[src/rtl/lcd_reader.sv]
// Read-cycle sequencer for an HD44780-style character LCD: single reads of
// status or data RAM, or repeated status reads until the busy flag clears.
//
// state | meaning
// IDLE  | waiting for start; bus released (LCD_RW=0)
// SETUP | RS/RW stable ahead of the E rising edge
// EHIGH | E strobe high; panel drives LCD_data, sampled on the last cycle
// HOLD  | E low, RS/RW held for address hold time
// GAP   | E low recovery; decides between re-poll and completion
// DONE  | one-cycle completion pulse
module lcd_reader #(
   parameter int PW_E      = 24,
   parameter int T_AS      = 2,
   parameter int T_GAP     = 22,
   parameter int MAX_POLLS = 1000
) (
   input  logic       clk,
   input  logic       reset,
   input  logic       start,
   input  logic       RS,
   input  logic       poll,
   output logic [7:0] rdata,
   output logic       done,
   output logic       busy,
   output logic       timeout,
   output logic       LCD_RS,
   output logic       LCD_RW,
   output logic       LCD_E,
   input  logic [7:0] LCD_data
);

   localparam int TMAX = (PW_E > T_GAP) ? ((PW_E > T_AS) ? PW_E : T_AS)
                                        : ((T_GAP > T_AS) ? T_GAP : T_AS);
   localparam int TW   = $clog2(TMAX) + 1;
   localparam int PCW  = $clog2(MAX_POLLS + 1);

   typedef enum logic [2:0] {IDLE, SETUP, EHIGH, HOLD, GAP, DONE} state_t;

   state_t           state_q, state_d;
   logic [TW-1:0]    tmr_q, tmr_d;
   logic [PCW-1:0]   pcnt_q, pcnt_d;
   logic             poll_q, poll_d;
   logic             rs_q, rs_d;
   logic             to_q, to_d;
   logic [7:0]       rdata_q, rdata_d;
   logic             e_q, rw_q, done_q, busy_q;

   always_comb begin
      state_d = state_q;
      tmr_d   = tmr_q;
      pcnt_d  = pcnt_q;
      poll_d  = poll_q;
      rs_d    = rs_q;
      to_d    = to_q;
      rdata_d = rdata_q;
      case (state_q)
         IDLE: begin
            if (start) begin
               rs_d    = RS & ~poll;
               poll_d  = poll;
               to_d    = 1'b0;
               pcnt_d  = '0;
               tmr_d   = TW'(T_AS - 1);
               state_d = SETUP;
            end
         end
         SETUP: begin
            if (tmr_q == '0) begin
               tmr_d   = TW'(PW_E - 1);
               state_d = EHIGH;
            end else begin
               tmr_d = tmr_q - TW'(1);
            end
         end
         EHIGH: begin
            if (tmr_q == '0) begin
               rdata_d = LCD_data;
               state_d = HOLD;
            end else begin
               tmr_d = tmr_q - TW'(1);
            end
         end
         HOLD: begin
            tmr_d   = TW'(T_GAP - 1);
            state_d = GAP;
         end
         GAP: begin
            if (tmr_q != '0) begin
               tmr_d = tmr_q - TW'(1);
            end else if (poll_q && rdata_q[7]) begin
               // panel still busy: re-poll until the limit, then give up
               if (pcnt_q == PCW'(MAX_POLLS)) begin
                  to_d    = 1'b1;
                  state_d = DONE;
               end else begin
                  pcnt_d  = pcnt_q + PCW'(1);
                  tmr_d   = TW'(T_AS - 1);
                  state_d = SETUP;
               end
            end else begin
               state_d = DONE;
            end
         end
         DONE:    state_d = IDLE;
         default: state_d = IDLE;
      endcase
   end

   // strobe/status outputs are registered from the next state so they are glitch-free
   always_ff @(posedge clk or negedge reset) begin
      if (!reset) begin
         state_q <= IDLE;
         tmr_q   <= '0;
         pcnt_q  <= '0;
         poll_q  <= 1'b0;
         rs_q    <= 1'b0;
         to_q    <= 1'b0;
         rdata_q <= '0;
         e_q     <= 1'b0;
         rw_q    <= 1'b0;
         done_q  <= 1'b0;
         busy_q  <= 1'b0;
      end else begin
         state_q <= state_d;
         tmr_q   <= tmr_d;
         pcnt_q  <= pcnt_d;
         poll_q  <= poll_d;
         rs_q    <= rs_d;
         to_q    <= to_d;
         rdata_q <= rdata_d;
         e_q     <= (state_d == EHIGH);
         rw_q    <= (state_d inside {SETUP, EHIGH, HOLD, GAP});
         done_q  <= (state_d == DONE);
         busy_q  <= (state_d != IDLE);
      end
   end

   assign rdata   = rdata_q;
   assign done    = done_q;
   assign busy    = busy_q;
   assign timeout = to_q;
   assign LCD_RS  = rs_q;
   assign LCD_RW  = rw_q;
   assign LCD_E   = e_q;

endmodule

[config.mk]
export PLATFORM = sky130hd
export DESIGN_NAME = lcd_reader
export DESIGN_NICKNAME = d
export VERILOG_FILES = /design/src/rtl/lcd_reader.sv
export SDC_FILE = /design/constraint.sdc
export NUM_CORES = 1
export LEC_CHECK = 0
export ABC_AREA = 1
export CAP_MARGIN = 10
export CORE_MARGIN = 2
export CORE_UTILIZATION = 55
export CTS_BUF_LIST = sky130_fd_sc_hd__clkbuf_4
export DETAILED_ROUTE_END_ITERATION = 16
export GPL_TIMING_DRIVEN = 0
export MAX_ROUTING_LAYER = met4
export PLACE_DENSITY_LB_ADDON = 0.1
export SLEW_MARGIN = 10
export SYNTH_ARGS = -nofsm -noshare
export SYNTH_HDL_FRONTEND = slang
export SYNTH_SLANG_ARGS = --single-unit
[constraint.sdc]
create_clock -name clk -period 1.7 [get_ports clk]
set_input_delay 0.425 -clock clk [delete_from_list [all_inputs] [get_ports clk]]
set_output_delay 0.425 -clock clk [all_outputs]
set_load 0.02 [all_outputs]
Word-level counts from Yosys, hierarchy flattened
Cells that the tools add are included.

$add $sub $neg: 2. Eq/ne operators: 18. Mux-type cells: 24. Bitwise gates (word level): 2. Reductions and logical operators: 13.

Operators with widths (number): $mux W10 (4); $mux W6 (6); $pmux W6 S5 (1); $pmux W10 S2 (1); $mux W3 (6); $pmux W3 S5 (1); $reduce_and A5 Y1 (3); $eq A3 B2 Y1 const B (4); $ne A2 B2 Y1 const B (6); $add A10 B1 Y10 const B (1); $eq A10 B10 Y1 const B (1); $eq A3 B3 Y1 const B (3); $eq A3 B1 Y1 const B (2); $logic_not A6 Y1 (1); $ne A3 B3 Y1 const B (2); $reduce_bool A6 Y1 (1); $sub A6 B1 Y6 const B (1); $reduce_bool A5 Y1 (1); $mux W1 (4); $reduce_and A2 Y1 (2); $reduce_bool A4 Y1 (1); $logic_not A3 Y1 (1); $reduce_bool A3 Y1 (1); $pmux W1 S2 (1); other kinds (4) (4).

Register bits: 34. Input bits: 13. Word-level logic and storage cells: 70.

Depth between registers and ports, before layout
Gate-level depths: netlist (run 1).

Word-level depth: 7. Gate-level depth with buffers: 11.

Least setup slack after synthesis (run 1)
OpenSTA, ideal clock, no wires.

Kind: flip-flop to flip-flop. Start point: reg tmr_q[0]. End point: reg pcnt_q[7]. Library setup time: 0.118 ns. Arrival: 1.350 ns. Path slack: 0.233 ns. Cell stages (with the launch flop): 9. Buffers on the path: 1. Clock period less this slack: 1.467 ns. Cell sequence: dfrtp_1 inv_1 ha_1 nand3_2 o21ai_4 nand2_8 buf_8 nand2_2 o21ai_2.

Cells in the longest elaborated chain, start to end: 3.

RTL lines: from (decl) (line 40) `logic [TW-1:0] tmr_q, tmr_d;`; from (signal assigned) (line 125) `tmr_q <= tmr_d;`; $reduce_bool A6 Y1 (line 88) `if (tmr_q != '0) begin`; $ne A2 B2 Y1 (no line); $reduce_and A5 Y1 (no line); to (signal assigned) (line 126) `pcnt_q <= pcnt_d;`; to (decl) (line 41) `logic [PCW-1:0] pcnt_q, pcnt_d;`.

Every way passes these cells. A chain may end at the register's enable or synchronous reset.

Worst setup path after layout (run 1)
Start point: reg tmr_q[0]. End point: reg pcnt_q[8].

Same word-level chain as after synthesis.

==> results of run 1 <==
## state kept, by name (all words and copies together) (netlist names)
register  count
done          1
rdata         8
LCD_RS        1
poll_q        1
LCD_E         1
busy          1
timeout       1
pcnt_q       10
tmr_q         6
state_q       3
LCD_RW        1
## cells by family after synthesis
| kind of cell | Yosys count |
|---|---|
| fa+ha+maj | 3 |
| flops | 34 |
| simple gates | 145 |
| buf+inv | 31 |
| compound gates | 18 |
| xor+xnor | 6 |
## cells in the final DEF, fill, tap and decap left out, types with 2 or more instances in the layout
cell	count
nand4_1	4
dfrtp_1	34
inv_2	2
ha_1	2
o21ai_0	2
buf_4	3
clkbuf_4	7
nand2_2	3
inv_1	23
clkdlybuf4s50_1	11
nand3_2	2
xnor2_1	2
xor2_1	4
o21ai_2	7
nand2_1	86
o21bai_1	3
dlygate4sd2_1	14
nand2_4	4
nand3_1	15
a21oi_1	3
nor2_4	2
nand3b_1	2
nor2_2	3
nor2_1	21
## how the worst min path moves through the flow
stage                         startpoint                    end  slack [ps]
global route                       reset  pcnt_q[3]$_DFFE_PN0P_         200
global placement    rdata[5]$_DFFE_PN0P_   rdata[5]$_DFFE_PN0P_         460
detailed placement  rdata[1]$_DFFE_PN0P_   rdata[1]$_DFFE_PN0P_         460
CTS                                reset  pcnt_q[0]$_DFFE_PN0P_         150
floorplan                          reset        LCD_E$_DFF_PN0_         130
finish                             reset  pcnt_q[3]$_DFFE_PN0P_         130
## stage by stage
stage	hold slack (ps)	util	power (uW)	setup TNS (ps)
CTS	153	0.688	1730	0
detailed placement	462	0.665	1110	-2390
global route	200	0.705	1820	-49.6
floorplan	129	-	1010	0
global placement	456	0.667	1110	-19650
finish	129	0.705	1730	0
## cells in the mapped netlist, types with 2 or more instances
cell type,n
nand3b_1,2
ha_1,3
nand4_1,4
nand3_2,3
o21bai_1,3
dfrtp_1,34
nand2_4,3
nand2_1,87
nand3_1,15
inv_1,25
a21oi_1,3
o21ai_0,2
o21ai_2,7
xor2_1,4
nand2_2,3
xnor2_1,2
nor2_1,25
## area by class of cell
class | instances | area, um2
multi-input combinational | 172 | 930
clock inverter | 1 | 30.0
fill | 296 | 976
buffer | 4 | 53.8
sequential | 34 | 851
tap | 46 | 57.6
clock buffer | 7 | 52.6
inverter | 27 | 108
timing repair buffer | 28 | 253
## power breakdown
part           switching [uW]  internal, uW  total (uW)
Clock                     278           344         622
Combinational             154          99.0         253
Sequential               17.4           834         851
Total                     449          1280        1730
## layer usage
metal  wire length [um]  vias to the layer above  track usage
li1                   -                      811            -
met1               1690                      740        0.284
met2               1950                       31        0.376
met3                165                        9       0.0486
met4                 72                        0       0.0889
met5                  0                        -            -
## worst reg2reg max path, cell delays in order, from the launching register on
cell	delay, ps
dfrtp_1	410
inv_1	150
ha_4	190
nand3_4	130
o21ai_4	250
nand2_8	110
buf_8	170
nand2_2	60
o21ai_2	50
## timing repair
item                       in CTS  in global routing
gates cloned                    0                  0
pin swaps                       0                  2
gates resized for setup        15                 13
setup buffers                   1                  1
setup endpoints to repair      28                 24
==> qor.yml, run 1 <==
run_status: "completed"
h-tree-depth: 2
die-area_mm2: 0.00392
yosysTopAreaCell: "dfrtp_1"
ant_nets: 0
synthSimpleGateAreaFrac: 0.347
worst_pin_slew_ps: 759
synth-xor-area-share: 0.0278
cts_buffers: 5
hold_buffers: 0
postSynthCellCount: 237
arrival_ps: 1850
design_area_mm2: 0.00233
port_buffers: 26
syn_to_final_growth_pct: 23.6
synth_edf_count: 0
fp-row-count: 21
synth-seq-cells: 34
p_leak_uw: 0.00117
die_w_um: 62.6
grt_pass1_vias: 1633
maxCapViolations: 0
yosysUniqueCellTypes: 29
required_ps: 1950
start_util: 0.571
drc_errors: 0
drt_iter0_markers: 120
insertion_delay_ps: 350
r2r-start: "tmr_q[0]$_DFFE_PN0P_"
pwr_density_cell_mw_per_mm2: 739
cts_root_buf: "clkbuf_4"
synth_top_area_frac: 0.450
coreArea_mm2: 0.00331
cp-end-kind: "flop"
drive_gt1_frac: 0.165
worst_r2r_endpoint: "pcnt_q[8]$_DFFE_PN0P_"
grt_max_degree: 35
cp.depth: 8
synth_flop_cell: "dfrtp_1"
rrSetupSlack_ps: 100
layout.nets: 288
vias_per_cell: 4.99
die_h_um: 62.6
synth_fp_nets: 253
ys_warn_count: 0
startpoint_type: "flop"
critPathCapture: "pcnt_q[8]$_DFFE_PN0P_"
yosysSeqAreaShare: 0.450
grt_usage: 0.231
async_flop_share: 1.00
cp_cell_sequence: "inv_1 > ha_4 > nand3_4 > o21ai_4 > nand2_8 > buf_8 > nand2_2 > o21ai_2"
crit_path_start: "tmr_q[0]$_DFFE_PN0P_"
cpLargestDelayFamily: "flip-flops"
wirelength_um: 3880
io_pins: 27
crit_path_top_delay_cell: "dfrtp_1"
path_buf_inv: 2
pre_cts_ws_ps: -186
synth_area_leaders: "dfrtp_1 45%, nand2_1 17%, inv_1 5.0%, nor2_1 5.0%, nand3_1 4.0%"
relSlewSlack: 0.494
fin_cells: 319
reg2reg_depth: 8
critical-path-max-stage-delay_ps: 410
grt_pass1_wl_um: 7000
synth_compound_area_frac: 0.0748
avgSynthCellArea_um2: 7.97
min_period_ps: 1600
slew_viol_final: 0
synth_fa_ha_area_frac: 0.0199
min_path_type: "in2async"
clock_path_buffers: 2
cp_max_fo: 10
path_clk_slew_ps: 110
grt-ovfl-total: 0
place_inst: 309
drtPass1Iterations: 4
n_antenna_cell: 0
clock.fmax_ghz: 0.623
setup_viol: 0
hpwl_um: 2640
critPathKind: "reg2reg"
ir_drop_v: 0.000583
synthMuxAreaShare: 0
placed_area_mm2: 0.00220
numClockSinks: 34
antenna_found_initial: 0
via_count: 1591
syn_area_mm2: 0.00189
cts_tree: "done"
synth_top_family_by_area: "simple AND/OR/NAND/NOR gates"
routabilityCongestion: 0.897
wl_per_cell_um: 12.2
fin_skew_ps: 11.5
period_share: 0.944
fin_ws_ps: 95.7
finalHoldViolCount: 0
Power figures use the tool's default switching activity.
==> inputs of run 2 (changes only) <==
Settings changed: SLEW_MARGIN 10 to 25.
==> qor.yml, run 2 (synthesis gave the netlist of run 1 again) <==
fin_cells: 321  # was 319
pwr_density_cell_mw_per_mm2: 733  # was 739 mW/mm2
holdPathStages: 2
slew_viol_final: 0  # unchanged
path_buf_inv: 2  # unchanged
numClockSinks: 34  # unchanged
top_register: "pcnt_q"  # unchanged
critical-path-max-stage-delay_ps: 400  # was 410 ps
routabilityCongestion: 0.897  # unchanged
h-tree-depth: 2  # unchanged
final_common_cell: "nand2_1"  # unchanged
grt-ovfl-total: 0  # unchanged
port_buffers: 26  # unchanged
min_path_type: "reg2reg"  # was in2async
p_leak_uw: 0.00118  # was 0.00117 uW
startpoint_type: "flop"  # unchanged
required_ps: 1940  # was 1950 ps
fp-row-count: 21  # unchanged
drc_errors: 0  # unchanged
placed_area_mm2: 0.00223  # was 0.00220 mm2
finalHoldViolCount: 0  # unchanged
via_count: 1575  # was 1591
grt_pass1_wl_um: 6730  # was 7000 um
clock.fmax_ghz: 0.630  # was 0.623 GHz
die_h_um: 62.6  # unchanged
critPathKind: "reg2reg"  # unchanged
ir_drop_v: 0.000599  # was 0.000583 V
cp-end-kind: "flop"  # unchanged
fin_skew_ps: 7.05  # was 11.5 ps
n_antenna_cell: 0  # unchanged
cts_tree: "done"  # unchanged
grt_max_degree: 22  # was 35
drtPass1Iterations: 4  # unchanged
antenna_found_initial: 0  # unchanged
period_share: 0.934  # was 0.944
arrival_ps: 1830  # was 1850 ps
grt_usage: 0.225  # was 0.231
insertion_delay_ps: 340  # was 350 ps
layout.nets: 290  # was 288
drt_iter0_markers: 57  # was 120
clock_path_buffers: 2  # unchanged
hpwl_um: 2740  # was 2640 um
min_period_ps: 1590  # was 1600 ps
cp_cell_sequence: "inv_1 > ha_2 > nand3_4 > o21ai_4 > nand2_8 > buf_8 > nand2_2 > o21ai_2"  # was inv_1 > ha_4 > nand3_4 > o21ai_4 > nand2_8 > buf_8 > nand2_2 > o21ai_2
cts_buffers: 5  # unchanged
largest_register_ffs: 10  # unchanged
run_status: "completed"  # unchanged
cpLargestDelayFamily: "flip-flops"  # unchanged
start_util: 0.571  # unchanged
path_clk_slew_ps: 100  # was 110 ps
reg2reg_depth: 8  # unchanged
design_area_mm2: 0.00234  # was 0.00233 mm2
wl_per_cell_um: 11.8  # was 12.2 um
crit_path_top_delay_cell: "dfrtp_1"  # unchanged
cts_root_buf: "clkbuf_4"  # unchanged
worst_pin_slew_ps: 385  # was 759 ps
ant_nets: 0  # unchanged
wirelength_um: 3790  # was 3880 um
syn_to_final_growth_pct: 24.1  # was 23.6%
die-area_mm2: 0.00392  # unchanged
vias_per_cell: 4.91  # was 4.99
die_w_um: 62.6  # unchanged
cp_max_fo: 10  # unchanged
cp.depth: 8  # unchanged
drive_gt1_frac: 0.156  # was 0.165
io_pins: 27  # unchanged
mostFrequentLayoutCells: "86 x nand2_1, 34 x dfrtp_1, 24 x inv_1, 23 x nor2_1, 15 x nand3_1"  # was 86 x nand2_1, 34 x dfrtp_1, 23 x inv_1, 21 x nor2_1, 15 x nand3_1
setup_viol: 0  # unchanged
grt_pass1_vias: 1599  # was 1633
coreArea_mm2: 0.00331  # unchanged
maxCapViolations: 0  # unchanged
relSlewSlack: 0.743  # was 0.494
place_inst: 310  # was 309
==> run 2: changes by cell type in the layout (fill, tap and decap cells not counted) <==
cell / before / now
buf_16: 0 / 1
buf_4: 3 / 4
buf_6: 1 / 0
clkinvlp_4: 1 / 0
dlygate4sd3_1: 0 / 1
ha_2: 0 / 1
ha_4: 1 / 0
inv_1: 23 / 24
nor2_1: 21 / 23
nor2_2: 3 / 2
nor2_4: 2 / 1
==> run 2: worst min-delay path, cell delays in order (launching register included) <==
cell     delay, ps
dfrtp_1        350
nand2_1         50
nand2_1         50
==> run 2: final cells by class <==
type / count / area [um2]
buffer: 4 / 50.0
clock buffer: 7 / 52.6
sequential: 34 / 851
multi-input combinational: 172 / 910
inverter: 27 / 104
tap: 46 / 57.6
clock inverter: 1 / 30.0
timing repair buffer: 30 / 290
fill: 289 / 966
==> run 2: power breakdown <==
| group | total, uW | switching, uW | internal, uW |
|---|---|---|---|
| clock | 616 | 272 | 344 |
| sequential | 851 | 17.0 | 834 |
| combinational | 251 | 148 | 103 |
| total | 1720 | 438 | 1280 |
==> run 2: repair_timing <==
item | 4_1_cts | 5_1_grt
resized for setup | 15 | 7
setup endpoints to repair | 28 | 24
hold endpoints to repair | 11 | 0
pin swaps | 1 | 2
hold buffers | 1 | 0
setup buffers | 1 | 1
==> run 2: metrics by stage <==
step                hold WS (ps)  utilization  total power (uW)  setup TNS [ps]  setup WS (ps)
floorplan                    129            -              1010               0            233
global placement             456        0.667              1110          -19650           -523
detailed placement           368        0.673              1120           -2280           -183
CTS                          481        0.699              1720               0           30.0
global route                 514        0.708              1800           -20.9          -16.8
finish                       475        0.708              1720               0            112
==> run 2: path summary, 6_finish.rpt <==
kind,from,endpoint,slack (ps)
min in group asynchronous,reset,pcnt_q[9]$_DFFE_PN0P_,510
hold reg to reg,rdata[5]$_DFFE_PN0P_,rdata[5]$_DFFE_PN0P_,470
max in group asynchronous,reset,tmr_q[1]$_DFFE_PN0P_,750
setup reg to reg,tmr_q[0]$_DFFE_PN0P_,pcnt_q[7]$_DFFE_PN0P_,110
setup / recovery,tmr_q[0]$_DFFE_PN0P_,pcnt_q[7]$_DFFE_PN0P_,110
hold / removal,rdata[5]$_DFFE_PN0P_,rdata[5]$_DFFE_PN0P_,470
==> run 2: metal layers <==
metal	up-vias	track usage	share of wire
met3	7	0.0324	0.028
met2	20	0.379	0.51
met1	735	0.261	0.44
li1	813	-	-
met5	-	-	0
met4	0	0.117	0.017
